==> src/rtl/sram_blit_master.sv <==
// Avalon-MM blit master: solid fill or rectangle copy on a 640x480x16bpp SRAM framebuffer.
// Pixels are processed in raster order; each command is held for HOLD_CYCLES cycles.
module sram_blit_master #(
    parameter int SCREEN_W     = 640,
    parameter int SCREEN_H     = 480,
    parameter int HOLD_CYCLES  = 2,
    parameter int READ_LATENCY = 4
) (
    input  logic        CLK2,
    input  logic        RESET,
    input  logic        START,
    input  logic        MODE,
    input  logic [9:0]  DST_X,
    input  logic [9:0]  DST_Y,
    input  logic [9:0]  SRC_X,
    input  logic [9:0]  SRC_Y,
    input  logic [9:0]  RECT_W,
    input  logic [9:0]  RECT_H,
    input  logic [15:0] COLOR,
    output logic        BUSY,
    output logic        DONE,
    output logic        AVL_READ,
    output logic        AVL_WRITE,
    output logic [19:0] AVL_ADDR,
    output logic [31:0] AVL_WRITEDATA,
    input  logic [31:0] AVL_READDATA
);

    typedef enum logic [2:0] {
        S_IDLE, S_SETUP, S_RD, S_RD_WAIT, S_WR, S_ADV, S_FINISH
    } state_t;

    localparam logic [10:0] LIM_W     = 11'(SCREEN_W);
    localparam logic [10:0] LIM_H     = 11'(SCREEN_H);
    localparam logic [19:0] ROW_STEP  = 20'(SCREEN_W);
    localparam logic [7:0]  HOLD_LAST = 8'(HOLD_CYCLES - 1);
    localparam logic [7:0]  LAT_LAST  = 8'(READ_LATENCY - 1);

    state_t      state_q, state_d;
    logic        mode_q, mode_d;
    logic [9:0]  dst_x_q, dst_x_d, dst_y_q, dst_y_d;
    logic [9:0]  src_x_q, src_x_d, src_y_q, src_y_d;
    logic [9:0]  rect_w_q, rect_w_d, rect_h_q, rect_h_d;
    logic [15:0] color_q, color_d;
    logic [9:0]  eff_w_q, eff_w_d, eff_h_q, eff_h_d;
    logic [9:0]  col_q, col_d, row_q, row_d;
    logic [19:0] dst_row_q, dst_row_d, src_row_q, src_row_d;
    logic [15:0] pix_q, pix_d;
    logic [7:0]  timer_q, timer_d;
    logic [9:0]  eff_w_c, eff_h_c, src_w_c, src_h_c;
    logic        unused_readdata;

    // Length of a span starting at pos that still fits inside [0, lim).
    function automatic logic [9:0] clip_len(input logic [9:0] pos, input logic [9:0] size,
                                            input logic [10:0] lim);
        logic [10:0] room;
        room = lim - {1'b0, pos};
        if ({1'b0, pos} >= lim) return 10'd0;
        if ({1'b0, size} < room) return size;
        return room[9:0];
    endfunction

    always_comb begin
        eff_w_c = clip_len(dst_x_q, rect_w_q, LIM_W);
        eff_h_c = clip_len(dst_y_q, rect_h_q, LIM_H);
        src_w_c = clip_len(src_x_q, rect_w_q, LIM_W);
        src_h_c = clip_len(src_y_q, rect_h_q, LIM_H);
        if (mode_q && src_w_c < eff_w_c) eff_w_c = src_w_c;
        if (mode_q && src_h_c < eff_h_c) eff_h_c = src_h_c;
    end

    always_ff @(posedge CLK2) begin
        if (RESET) begin
            state_q   <= S_IDLE;
            mode_q    <= 1'b0;
            dst_x_q   <= '0;
            dst_y_q   <= '0;
            src_x_q   <= '0;
            src_y_q   <= '0;
            rect_w_q  <= '0;
            rect_h_q  <= '0;
            color_q   <= '0;
            eff_w_q   <= '0;
            eff_h_q   <= '0;
            col_q     <= '0;
            row_q     <= '0;
            dst_row_q <= '0;
            src_row_q <= '0;
            pix_q     <= '0;
            timer_q   <= '0;
        end else begin
            state_q   <= state_d;
            mode_q    <= mode_d;
            dst_x_q   <= dst_x_d;
            dst_y_q   <= dst_y_d;
            src_x_q   <= src_x_d;
            src_y_q   <= src_y_d;
            rect_w_q  <= rect_w_d;
            rect_h_q  <= rect_h_d;
            color_q   <= color_d;
            eff_w_q   <= eff_w_d;
            eff_h_q   <= eff_h_d;
            col_q     <= col_d;
            row_q     <= row_d;
            dst_row_q <= dst_row_d;
            src_row_q <= src_row_d;
            pix_q     <= pix_d;
            timer_q   <= timer_d;
        end
    end

    always_comb begin
        state_d   = state_q;
        mode_d    = mode_q;
        dst_x_d   = dst_x_q;
        dst_y_d   = dst_y_q;
        src_x_d   = src_x_q;
        src_y_d   = src_y_q;
        rect_w_d  = rect_w_q;
        rect_h_d  = rect_h_q;
        color_d   = color_q;
        eff_w_d   = eff_w_q;
        eff_h_d   = eff_h_q;
        col_d     = col_q;
        row_d     = row_q;
        dst_row_d = dst_row_q;
        src_row_d = src_row_q;
        pix_d     = pix_q;
        timer_d   = timer_q;
        case (state_q)
            S_IDLE: begin
                if (START) begin
                    mode_d   = MODE;
                    dst_x_d  = DST_X;
                    dst_y_d  = DST_Y;
                    src_x_d  = SRC_X;
                    src_y_d  = SRC_Y;
                    rect_w_d = RECT_W;
                    rect_h_d = RECT_H;
                    color_d  = COLOR;
                    state_d  = S_SETUP;
                end
            end
            S_SETUP: begin
                eff_w_d   = eff_w_c;
                eff_h_d   = eff_h_c;
                dst_row_d = {10'd0, dst_y_q} * ROW_STEP + {10'd0, dst_x_q};
                src_row_d = {10'd0, src_y_q} * ROW_STEP + {10'd0, src_x_q};
                col_d     = '0;
                row_d     = '0;
                timer_d   = '0;
                if (eff_w_c == 10'd0 || eff_h_c == 10'd0) state_d = S_FINISH;
                else state_d = mode_q ? S_RD : S_WR;
            end
            // The timer keeps running from RD into RD_WAIT so capture lands READ_LATENCY after RD entry.
            S_RD: begin
                timer_d = timer_q + 8'd1;
                if (timer_q == HOLD_LAST) state_d = S_RD_WAIT;
            end
            S_RD_WAIT: begin
                if (timer_q == LAT_LAST) begin
                    pix_d   = AVL_READDATA[15:0];
                    timer_d = '0;
                    state_d = S_WR;
                end else begin
                    timer_d = timer_q + 8'd1;
                end
            end
            S_WR: begin
                if (timer_q == HOLD_LAST) begin
                    timer_d = '0;
                    state_d = S_ADV;
                end else begin
                    timer_d = timer_q + 8'd1;
                end
            end
            S_ADV: begin
                state_d = mode_q ? S_RD : S_WR;
                if (col_q == eff_w_q - 10'd1) begin
                    col_d = '0;
                    if (row_q == eff_h_q - 10'd1) begin
                        state_d = S_FINISH;
                    end else begin
                        row_d     = row_q + 10'd1;
                        dst_row_d = dst_row_q + ROW_STEP;
                        src_row_d = src_row_q + ROW_STEP;
                    end
                end else begin
                    col_d = col_q + 10'd1;
                end
            end
            S_FINISH: state_d = S_IDLE;
            default:  state_d = S_IDLE;
        endcase
    end

    assign BUSY      = (state_q != S_IDLE) && (state_q != S_FINISH);
    assign DONE      = (state_q == S_FINISH);
    assign AVL_READ  = (state_q == S_RD);
    assign AVL_WRITE = (state_q == S_WR);
    assign AVL_ADDR  = (state_q == S_RD) ? src_row_q + {10'd0, col_q} :
                       (state_q == S_WR) ? dst_row_q + {10'd0, col_q} : 20'd0;
    assign AVL_WRITEDATA = (state_q == S_WR) ? {16'd0, (mode_q ? pix_q : color_q)} : 32'd0;

    assign unused_readdata = ^AVL_READDATA[31:16];

endmodule

==> config.mk <==
export PLATFORM = sky130hd
export DESIGN_NAME = sram_blit_master
export DESIGN_NICKNAME = d
export VERILOG_FILES = /design/src/rtl/sram_blit_master.sv
export SDC_FILE = /design/constraint.sdc
export NUM_CORES = 1
export LEC_CHECK = 0
export CAP_MARGIN = 40
export CELL_PAD_IN_SITES_DETAIL_PLACEMENT = 0
export CELL_PAD_IN_SITES_GLOBAL_PLACEMENT = 1
export CORE_ASPECT_RATIO = 0.9
export CORE_UTILIZATION = 42
export DETAILED_ROUTE_END_ITERATION = 12
export GPL_ROUTABILITY_DRIVEN = 0
export PLACE_DENSITY_LB_ADDON = 0.1
export SLEW_MARGIN = 20
export SYNTH_ARGS = -nofsm -noshare
export SYNTH_HDL_FRONTEND = slang
export SYNTH_SLANG_ARGS = --single-unit
==> constraint.sdc <==
create_clock -name CLK2 -period 5.5 [get_ports CLK2]
set_input_delay 0.55 -clock CLK2 [delete_from_list [all_inputs] [get_ports CLK2]]
set_output_delay 0.55 -clock CLK2 [all_outputs]
set_load 0.1 [all_outputs]
==> results.cfg <==
[synth]
synth_top_area_frac = 0.259
async_flop_share = 0
synth_seq_cells = 184
ys_types = 93
synth_ff_type = dfxtp_1
avgSynthCellArea_um2 = 7.52
synth.largest_area_cell = dfxtp_1
synth_enable_flop_cells = 0
synth.cell_area_um2 = 14200
ys_seq_area_frac = 0.259
postSynthCellCount = 1889
yosys-top-cells-area = dfxtp_1 26%, ha_1 11%, nand2_1 8.1%, a21oi_1 7.3%, nor2_1 4.4%
yosys_warnings = 0

[route]
firstDrtPassIters = 5
post_drt_wl_per_cell_um = 16.8
via_count = 13400
ant_nets = 0
drt_iter0_drc = 891
drc = 0
via_per_inst = 5.47
drt-total-wl_um = 41400

[global_route]
grt_max_degree = 97
antenna_found_initial = 0
grt_overflow_total = 0
grt_pass1_vias = 12400
grtUsageTotal = 0.241
grt_pass1_wl_um = 66300

[finish]
antenna_cells = 0
final_cells = 2459
areaGrowthSynthToFinish_pct = 21.3
nets = 2266
design_area_um2 = 17200
nFillCells = 3268
drive_above_1_share = 0.0893

[critical_path]
worst_ep_arrival_time_ns = 5.63
cp.required_ns = 5.89
path_class = reg2reg
crit_path_end_kind = flop
path_max_fanout = 6
critPathLaunchType = flop

[die]
placementRows = 63
ios = 168
core_um2 = 33100
die_area_um2 = 34600
initial_utilization = 0.429
fp.dieH_um = 176
chipWidth_um = 196

[timing]
tightestPinTransition_ns = 0.988
setup_viol = 0
clock-skew-final_ns = 0.00978
finalSetupTns_ns = 0
post-route-period-util = 0.954
rsz0062_at_grt = false
hold_viol = 0
drv_slew = 0
slew_headroom = 0.333
max_freq_mhz = 191
layout_min_cycle_time_ns = 5.25

[clocking]
cts_tree = yes
cts_root_buf = clkbuf_16
insertion_delay_ns = 0.45
post_cts_hold_buffer_count = 0
path_clk_slew_ns = 0.07
clkSinkCount = 184
cts.path.max_buffers = 2
htree_num_levels = 4
numCtsBuffers = 17

[power_and_ir_drop]
ir_drop_uv = 250
total_leakage_power_nw = 6.70
total_power_w = 0.00552
pwr_density_cell_nw_per_um2 = 320

[run_status]
outcome = complete, no violations

[job]
drv_cap = 0

[placement]
port_buffers = 135
place_inst = 2418
place_hpwl_um = 31500
place_area_um2 = 16400

[hold_path]
hold_path.class = in2reg
[logic make-up (layout without fill, tap and decap cells)]
kind of cell               after synthesis  count (layout)  share of synthesized area
AOI/OAI and AO/OA                      487             487                      0.218
xor gates and xnor gates               122             122                     0.0752
adders and majority gates              130             130                      0.118
buffers and inverters                  184             317                     0.0556
DFF                                    184             184                      0.259
muxes                                   41              41                     0.0292
other                                    1              16                   0.000264
and+or+nand+nor                        740             740                      0.245
[state kept, by name (all words and copies together), names as in the netlist]
name / cells
row_q: 10
mode_q: 1
dst_row_q: 20
src_row_q: 20
eff_w_q: 10
rect_w_q: 10
src_y_q: 10
dst_x_q: 10
rect_h_q: 10
pix_q: 16
state_q: 3
eff_h_q: 10
color_q: 16
col_q: 10
dst_y_q: 10
src_x_q: 10
timer_q: 8
[through the flow]
step,util,hold slack (ns),setup slack (ns)
after global placement,0.480,0.442,0.225
after CTS,0.514,0.457,0.0890
final,0.520,0.321,0.255
after detailed placement,0.497,0.447,0.114
after global routing,0.520,0.307,0.000190
after floorplan,-,0.436,0.472
[path summary, 6_finish.rpt]
| check | startpoint | end | slack [ns] | depth (start not counted) |
|---|---|---|---|---|
| setup / recovery | dst_x_q[0] | state_q[1] | 0.25 | 24 |
| hold / removal | RESET | pix_q[2] | 0.32 | 2 |
| setup reg to reg | dst_x_q[0] | state_q[1] | 0.25 | 24 |
| hold reg to reg | pix_q[10] | pix_q[10] | 0.46 | 2 |
[layout make-up]
cell class	count	area, µm²	area share
Clock inverter	12	115	0.00668
Timing Repair Buffer	214	2300	0.133
Clock buffer	20	457	0.0265
Inverter	71	267	0.0155
Tap cell	422	528	0.0306
Multi-Input combinational cell	1536	9880	0.573
Sequential cell	184	3680	0.214
[cell usage after synthesis, types with 35 or more instances]
cell type	count
nand2_1	306
a21oi_1	207
dfxtp_1	184
nor2_1	168
ha_1	124
o21ai_0	74
clkbuf_1	73
xnor2_1	72
inv_1	71
xor2_1	50
nor3_1	44
nand2b_1	39
mux2i_1	38
nand3_1	35
[power by group]
part           internal [W]  switching [W]
logic               0.00105        0.00154
clock network      0.000654       0.000569
registers           0.00148       0.000235
total               0.00318        0.00234
[repair_timing]
item	in CTS	in global routing
endpoints found under the setup margin	0	22
hold endpoints to repair	0	0
gates resized for setup	0	20
setup buffers	0	3
[layout by cell type (no fill, tap or decap), types with 50 or more instances in the layout]
cell type	n
nor2_1	165
nand2_1	305
ha_1	123
dfxtp_1	184
xor2_1	50
o21ai_0	72
a21oi_1	206
clkdlybuf4s50_1	123
xnor2_1	72
buf_4	51
inv_1	71
[critical path, stage by stage, from the launching register on]
cell and delay [ns]:
dfxtp_1 0.31, inv_1 0.07, ha_1 0.22, nor3b_4 0.27, nand2_1 0.12, o21ai_0 0.20
xnor2_1 0.24, ha_1 0.32, a21o_1 0.16, a21oi_1 0.25, o211ai_2 0.23, nand3_1 0.13
o21ai_1 0.10, or2_2 0.32, ha_1 0.30, a22oi_1 0.17, o211ai_1 0.11, a221o_1 0.37
nand2b_1 0.24, o41ai_4 0.07, buf_4 0.19, mux2i_1 0.24, buf_4 0.15, nand4_1 0.20
a21oi_1 0.19
[routing by layer]
metal	routed length, µm	track usage
met5	0	0
met4	446	0.0501
met3	1980	0.0355
met2	16700	0.348
met1	22300	0.370
(Power assumes the default switching activity.)
